[config.mk]
export PLATFORM = sky130hd
export DESIGN_NAME = priority_encoder_reg
export DESIGN_NICKNAME = d
export VERILOG_FILES = /design/src/rtl/priority_encoder_reg.sv
export SDC_FILE = /design/constraint.sdc
export NUM_CORES = 1
export LEC_CHECK = 0
export BUFFER_PORTS_ARGS = -buffer_cell sky130_fd_sc_hd__clkbuf_2
export CAP_MARGIN = 10
export CORE_MARGIN = 4
export CORE_UTILIZATION = 52
export DETAILED_ROUTE_END_ITERATION = 12
export PLACE_DENSITY_LB_ADDON = 0.15
export SYNTH_ARGS = -nofsm -noshare
export SYNTH_HDL_FRONTEND = slang
export SYNTH_SLANG_ARGS = --single-unit
[constraint.sdc]
create_clock -name clk -period 3.7 [get_ports clk]
set_clock_uncertainty 0.15 [all_clocks]
set_input_delay 0.555 -clock clk [delete_from_list [all_inputs] [get_ports clk]]
set_output_delay 0.555 -clock clk [all_outputs]
set_load 0.01 [all_outputs]
[src/rtl/priority_encoder_reg.sv]
// priority_encoder_reg
//   Registered priority encoder with a one-entry valid/ready output stage.
//   Each accepted request vector is encoded according to mode (MSB-first,
//   LSB-first or round-robin) and held until the consumer takes it. A
//   non-zero request that cannot be captured because the held result is
//   stalled is counted in a saturating drop counter.
//
// Ports
//   clk        in   rising-edge clock
//   rst_n      in   asynchronous active-low reset
//   req        in   [WIDTH]   request lines, bit i = request i active
//   mode       in   [2]       0/3 MSB-first, 1 LSB-first, 2 round-robin
//   out_ready  in   consumer takes the held result this cycle
//   out_valid  out  a captured result is held
//   out_code   out  [CODE_W]  index of the selected request
//   out_multi  out  more than one request bit was set at capture
//   out_vec    out  [WIDTH]   request vector seen at capture
//   drop_cnt   out  [DROP_W]  saturating count of stalled-request cycles
module priority_encoder_reg #(
  parameter  int WIDTH  = 8,
  parameter  int DROP_W = 8,
  localparam int CODE_W = $clog2(WIDTH)
) (
  input  logic              clk,
  input  logic              rst_n,
  input  logic [WIDTH-1:0]  req,
  input  logic [1:0]        mode,
  input  logic              out_ready,
  output logic              out_valid,
  output logic [CODE_W-1:0] out_code,
  output logic              out_multi,
  output logic [WIDTH-1:0]  out_vec,
  output logic [DROP_W-1:0] drop_cnt
);

  typedef enum logic {
    EMPTY = 1'b0,
    FULL  = 1'b1
  } state_t;

  function automatic logic [CODE_W-1:0] enc_msb(input logic [WIDTH-1:0] r);
    logic [CODE_W-1:0] code;
    code = '0;
    for (int i = 0; i < WIDTH; i++) begin
      if (r[i]) code = i[CODE_W-1:0];
    end
    return code;
  endfunction

  function automatic logic [CODE_W-1:0] enc_lsb(input logic [WIDTH-1:0] r);
    logic [CODE_W-1:0] code;
    code = '0;
    for (int i = WIDTH - 1; i >= 0; i--) begin
      if (r[i]) code = i[CODE_W-1:0];
    end
    return code;
  endfunction

  // Walk the offsets from the far end down so the nearest set bit at or
  // above ptr is the last one written; the CODE_W-bit add wraps for free.
  function automatic logic [CODE_W-1:0] enc_rr(input logic [WIDTH-1:0]  r,
                                               input logic [CODE_W-1:0] ptr);
    logic [CODE_W-1:0] code;
    logic [CODE_W-1:0] idx;
    code = '0;
    for (int k = WIDTH - 1; k >= 0; k--) begin
      idx = ptr + k[CODE_W-1:0];
      if (r[idx]) code = idx;
    end
    return code;
  endfunction

  function automatic logic [DROP_W-1:0] sat_inc(input logic [DROP_W-1:0] c);
    return (c == {DROP_W{1'b1}}) ? c : c + DROP_W'(1);
  endfunction

  state_t              state_p1;
  logic [CODE_W-1:0]   code_p1;
  logic                multi_p1;
  logic [WIDTH-1:0]    vec_p1;
  logic [CODE_W-1:0]   rr_ptr_p1;
  logic [DROP_W-1:0]   drop_p1;

  state_t              state_p0;
  logic [CODE_W-1:0]   code_p0;
  logic                multi_p0;
  logic [WIDTH-1:0]    vec_p0;
  logic [CODE_W-1:0]   rr_ptr_p0;
  logic [DROP_W-1:0]   drop_p0;

  logic                req_any_p0;
  logic                accept_p0;
  logic                load_p0;
  logic [CODE_W-1:0]   sel_code_p0;

  // ---- stage 0: encode the live request and decide the next state ----
  always_comb begin
    req_any_p0 = |req;
    accept_p0  = (state_p1 == FULL) && out_ready;
    load_p0    = req_any_p0 && ((state_p1 == EMPTY) || accept_p0);

    case (mode)
      2'd1:    sel_code_p0 = enc_lsb(req);
      2'd2:    sel_code_p0 = enc_rr(req, rr_ptr_p1);
      default: sel_code_p0 = enc_msb(req);
    endcase

    state_p0  = state_p1;
    code_p0   = code_p1;
    multi_p0  = multi_p1;
    vec_p0    = vec_p1;
    rr_ptr_p0 = rr_ptr_p1;
    drop_p0   = drop_p1;

    if (load_p0) begin
      state_p0 = FULL;
      code_p0  = sel_code_p0;
      multi_p0 = |(req & (req - WIDTH'(1)));
      vec_p0   = req;
      if (mode == 2'd2) rr_ptr_p0 = sel_code_p0 + CODE_W'(1);
    end else if (accept_p0) begin
      state_p0 = EMPTY;
    end

    if (req_any_p0 && (state_p1 == FULL) && !out_ready) begin
      drop_p0 = sat_inc(drop_p1);
    end
  end

  // ---- stage 1: registered result, pointer and drop counter ----
  always_ff @(posedge clk or negedge rst_n) begin
    if (!rst_n) begin
      state_p1  <= EMPTY;
      code_p1   <= '0;
      multi_p1  <= 1'b0;
      vec_p1    <= '0;
      rr_ptr_p1 <= '0;
      drop_p1   <= '0;
    end else begin
      state_p1  <= state_p0;
      code_p1   <= code_p0;
      multi_p1  <= multi_p0;
      vec_p1    <= vec_p0;
      rr_ptr_p1 <= rr_ptr_p0;
      drop_p1   <= drop_p0;
    end
  end

  assign out_valid = (state_p1 == FULL);
  assign out_code  = code_p1;
  assign out_multi = multi_p1;
  assign out_vec   = vec_p1;
  assign drop_cnt  = drop_p1;

endmodule
==> reports/metrics.cfg <==
[clock_tree]
clk_pin_slew_worst_paths_ps = 90
clockBufferDepth = 2
cts_root_buf = sky130_fd_sc_hd__clkbuf_8
tritoncts = built
cts.sinks = 24
post-cts-setup-buffer-count = 0
cts.hold.buffers_added = 0
cts_made_buffers = 3
postCtsResizedCells = 0
h_tree_level_count = 1
clk_latency_ps = 260

[setup_path]
setup.worst_path.end_class = flip-flop
setup.worst_path.start_class = flip-flop
cp_top_family = multiplexers
timing.critical_path.slowest_cell_delay_ps = 540
worst-path-buf-inv = 3
critical-path-slowest-cell = sky130_fd_sc_hd__mux4_2
worst-endpoint-required_ps = 3710
crit_path_cell_trace = inv_1 > ha_1 > buf_4 > mux4_2 > o211a_1 > nor3_2 > o21ai_1 > a21boi_1 > ha_1 > inv_1 > a31o_2 > mux2i_1 > mux2i_1 > o311ai_1
worst_path_maximum_fanout = 9
path_class = reg2reg
worstPathArrival_ps = 3340

[timing]
timing.final.setup_violations = 0
timing.hold.ws_ps = 130.2
fmax_mhz = 300.3
final-hold-violation-count = 0
slew_headroom_pct = 41.68
grt_setup_unrepaired = false
post-route-period-util_pct = 90.01
fin_crit_ps = 3330
fin_setup_tns_ps = 0
worst_slew_pin_slew_ps = 873.0
worst_slack_ps = 369.8
finalMaxSlewViolations = 0

[synth]
synth.net_count = 252
yosys.area.top_type_share_pct = 27.33
synth.largest_area_cell = sky130_fd_sc_hd__dfrtp_1
synthesis.yosys.warnings = 0
synthCells = 233
yosys.cell_types.count = 53
ys_top_cells_by_area = sky130_fd_sc_hd__dfrtp_1 27%, sky130_fd_sc_hd__mux4_2 11%, sky130_fd_sc_hd__mux2i_1 5.5%
synth_seq_cells = 24
synth_async_sr_flop_share_pct = 100.0
seq_area_frac_synth_pct = 27.33
post_synthesis_instance_area_um2 = 2197
yosys_most_used_dff = sky130_fd_sc_hd__dfrtp_1
syn-mean-instance-area_um2 = 9.430
synth-edff-count = 0

[global_routing]
overflow = 0
first_pass_grt_wire_length_um = 9225
via_count_of_the_first_global_routing_pass = 1824
grt_usage_pct = 22.02
antenna_violations_before_repair = 0
grt_start_max_net_pins = 25

[power]
power_total_uw = 2066
power_density_nw_per_um2 = 844.0
leakagePower_uw = 0.001088
vdd_ir_max_uv = 420.9

[routing]
detail_route.vias_per_cell = 6.288
route.detailed.drc = 0
avgRoutedWirePerCell_um = 17.86
antenna_violating_nets_post_route = 0
detail_route.first_pass.iterations = 4
dr_total_vias = 1943
initialDrtViolationCount = 251
finalWirelength_um = 5520

[floorplanning]
rows = 23
initial_core_util_pct = 54.15
die_outline_area_um2 = 5329
floorplan.die.width_um = 73
design.portCount = 34
die_h_um = 73
core-area_um2 = 4058

[min_path]
worstHoldPathType = in2async

[placed_design]
dp_slack_ps = 376.2
place.detailed.hpwl_um = 4105
place.gp.congestion = 0.9548
numPortBuffers = 33

[cells_and_area]
post_route_cells_drive_above_1_share_pct = 27.03
syn2layout_area_growth_pct = 11.39
fin_nets = 279
utilization_pct = 60.31
antenna_cells = 0

[flow_run]
maxCapViolCount = 0

[outcome]
outcome = complete, no violations

[cells by family (layout without fill, tap and decap cells)]
family	count (synthesis)	after routing	synth area share, %
xor gates and xnor gates	10	10	4.328
DFF	24	24	27.34
adders and majority gates	6	6	3.417
and+or+nand+nor	63	63	14.07
buffers and inverters	32	58	6.834
AOI/OAI and AO/OA	64	64	20.79
muxes	34	34	23.24
[cell usage after synthesis, drive strengths merged (2+ instances only)]
cell type and instances:
mux4 12, xor2 3, o211ai 6, clkbuf 10, dfrtp 24, a21oi 9
nand2b 2, nor4 2, and3 2, o21ai 13, ha 6, nand3 2
nor2b 3, xnor2 7, a22oi 3, inv 15, mux2i 12, nor3 5
nor2 11, o311ai 2, a31oi 5, o22ai 5, a21boi 3, mux2 10
a22o 2, o31ai 3, nand4 7, buf 7, nand2 25, o211a 4
[final cells by class]
cell class | instances | area, µm²
Fill cell | 356 | 1610
Multi-Input combinational cell | 177 | 1446
Sequential cell | 24 | 600.6
Timing Repair Buffer | 39 | 210.2
Tap cell | 50 | 62.56
Inverter | 15 | 56.30
Clock buffer | 3 | 41.29
Clock inverter | 1 | 30.03
[report_power, final]
group | leakage (µW) | switching (µW) | internal [µW] | total [µW]
sequential | 0.000286 | 83.4 | 332 | 416
combinational | 0.000767 | 757 | 664 | 1420
clock | 0.0000357 | 85.0 | 145 | 230
total | 0.00109 | 925 | 1140 | 2070
[path summary, 6_finish.rpt]
path                                               start                       end  slack (ps)  cells after the start
min in group clk                  out_vec[3]$_DFFE_PN0P_    out_vec[3]$_DFFE_PN0P_         330                      2
max in group asynchronous                          rst_n    out_vec[6]$_DFFE_PN0P_        2880                      1
worst max-delay path            rr_ptr_p1[1]$_DFFE_PN0P_  rr_ptr_p1[2]$_DFFE_PN0P_         370                     14
worst max register to register  rr_ptr_p1[1]$_DFFE_PN0P_  rr_ptr_p1[2]$_DFFE_PN0P_         370                     14
worst min register to register    out_vec[3]$_DFFE_PN0P_    out_vec[3]$_DFFE_PN0P_         330                      2
worst min-delay path                               rst_n   drop_cnt[1]$_DFFE_PN0P_         130                      1
[per-layer routing]
metal	track usage (%)	up-vias	wire, µm
li1	-	931	-
met1	33.77	926	2597
met2	32.57	80	2509
met3	3.994	6	359
met4	3.893	0	55
met5	0	-	0
[registers in the layout, summed over array words and instances, names as in the netlist]
register / cells
drop_cnt: 8
rr_ptr_p1: 3
out_valid: 1
out_code: 3
out_vec: 8
out_multi: 1
[per-stage QoR]
stage	instance area [µm²]	std cells
after floorplan	2197	233
after global placement	2376	305
after detailed placement	2376	305
after CTS	2447	309
after global routing	2447	309
final	2447	309
[cell usage in the layout (no fill, tap or decap), types with 4 or more instances in the layout]
master                     count
sky130_fd_sc_hd__o21ai_0      12
sky130_fd_sc_hd__nand4_1       7
sky130_fd_sc_hd__mux4_2       11
sky130_fd_sc_hd__nand2_1      25
sky130_fd_sc_hd__nor2_1       11
sky130_fd_sc_hd__o211a_1       4
sky130_fd_sc_hd__mux2i_1      12
sky130_fd_sc_hd__mux2_2        9
sky130_fd_sc_hd__a31oi_1       5
sky130_fd_sc_hd__dfrtp_1      24
sky130_fd_sc_hd__buf_4         6
sky130_fd_sc_hd__clkbuf_2     33
sky130_fd_sc_hd__nor3_1        4
sky130_fd_sc_hd__o22ai_1       4
sky130_fd_sc_hd__inv_1        15
sky130_fd_sc_hd__xnor2_1       7
sky130_fd_sc_hd__o211ai_1      6
sky130_fd_sc_hd__a21oi_1       9
sky130_fd_sc_hd__ha_1          6
Note: power is estimated with default switching activity, not from simulation.
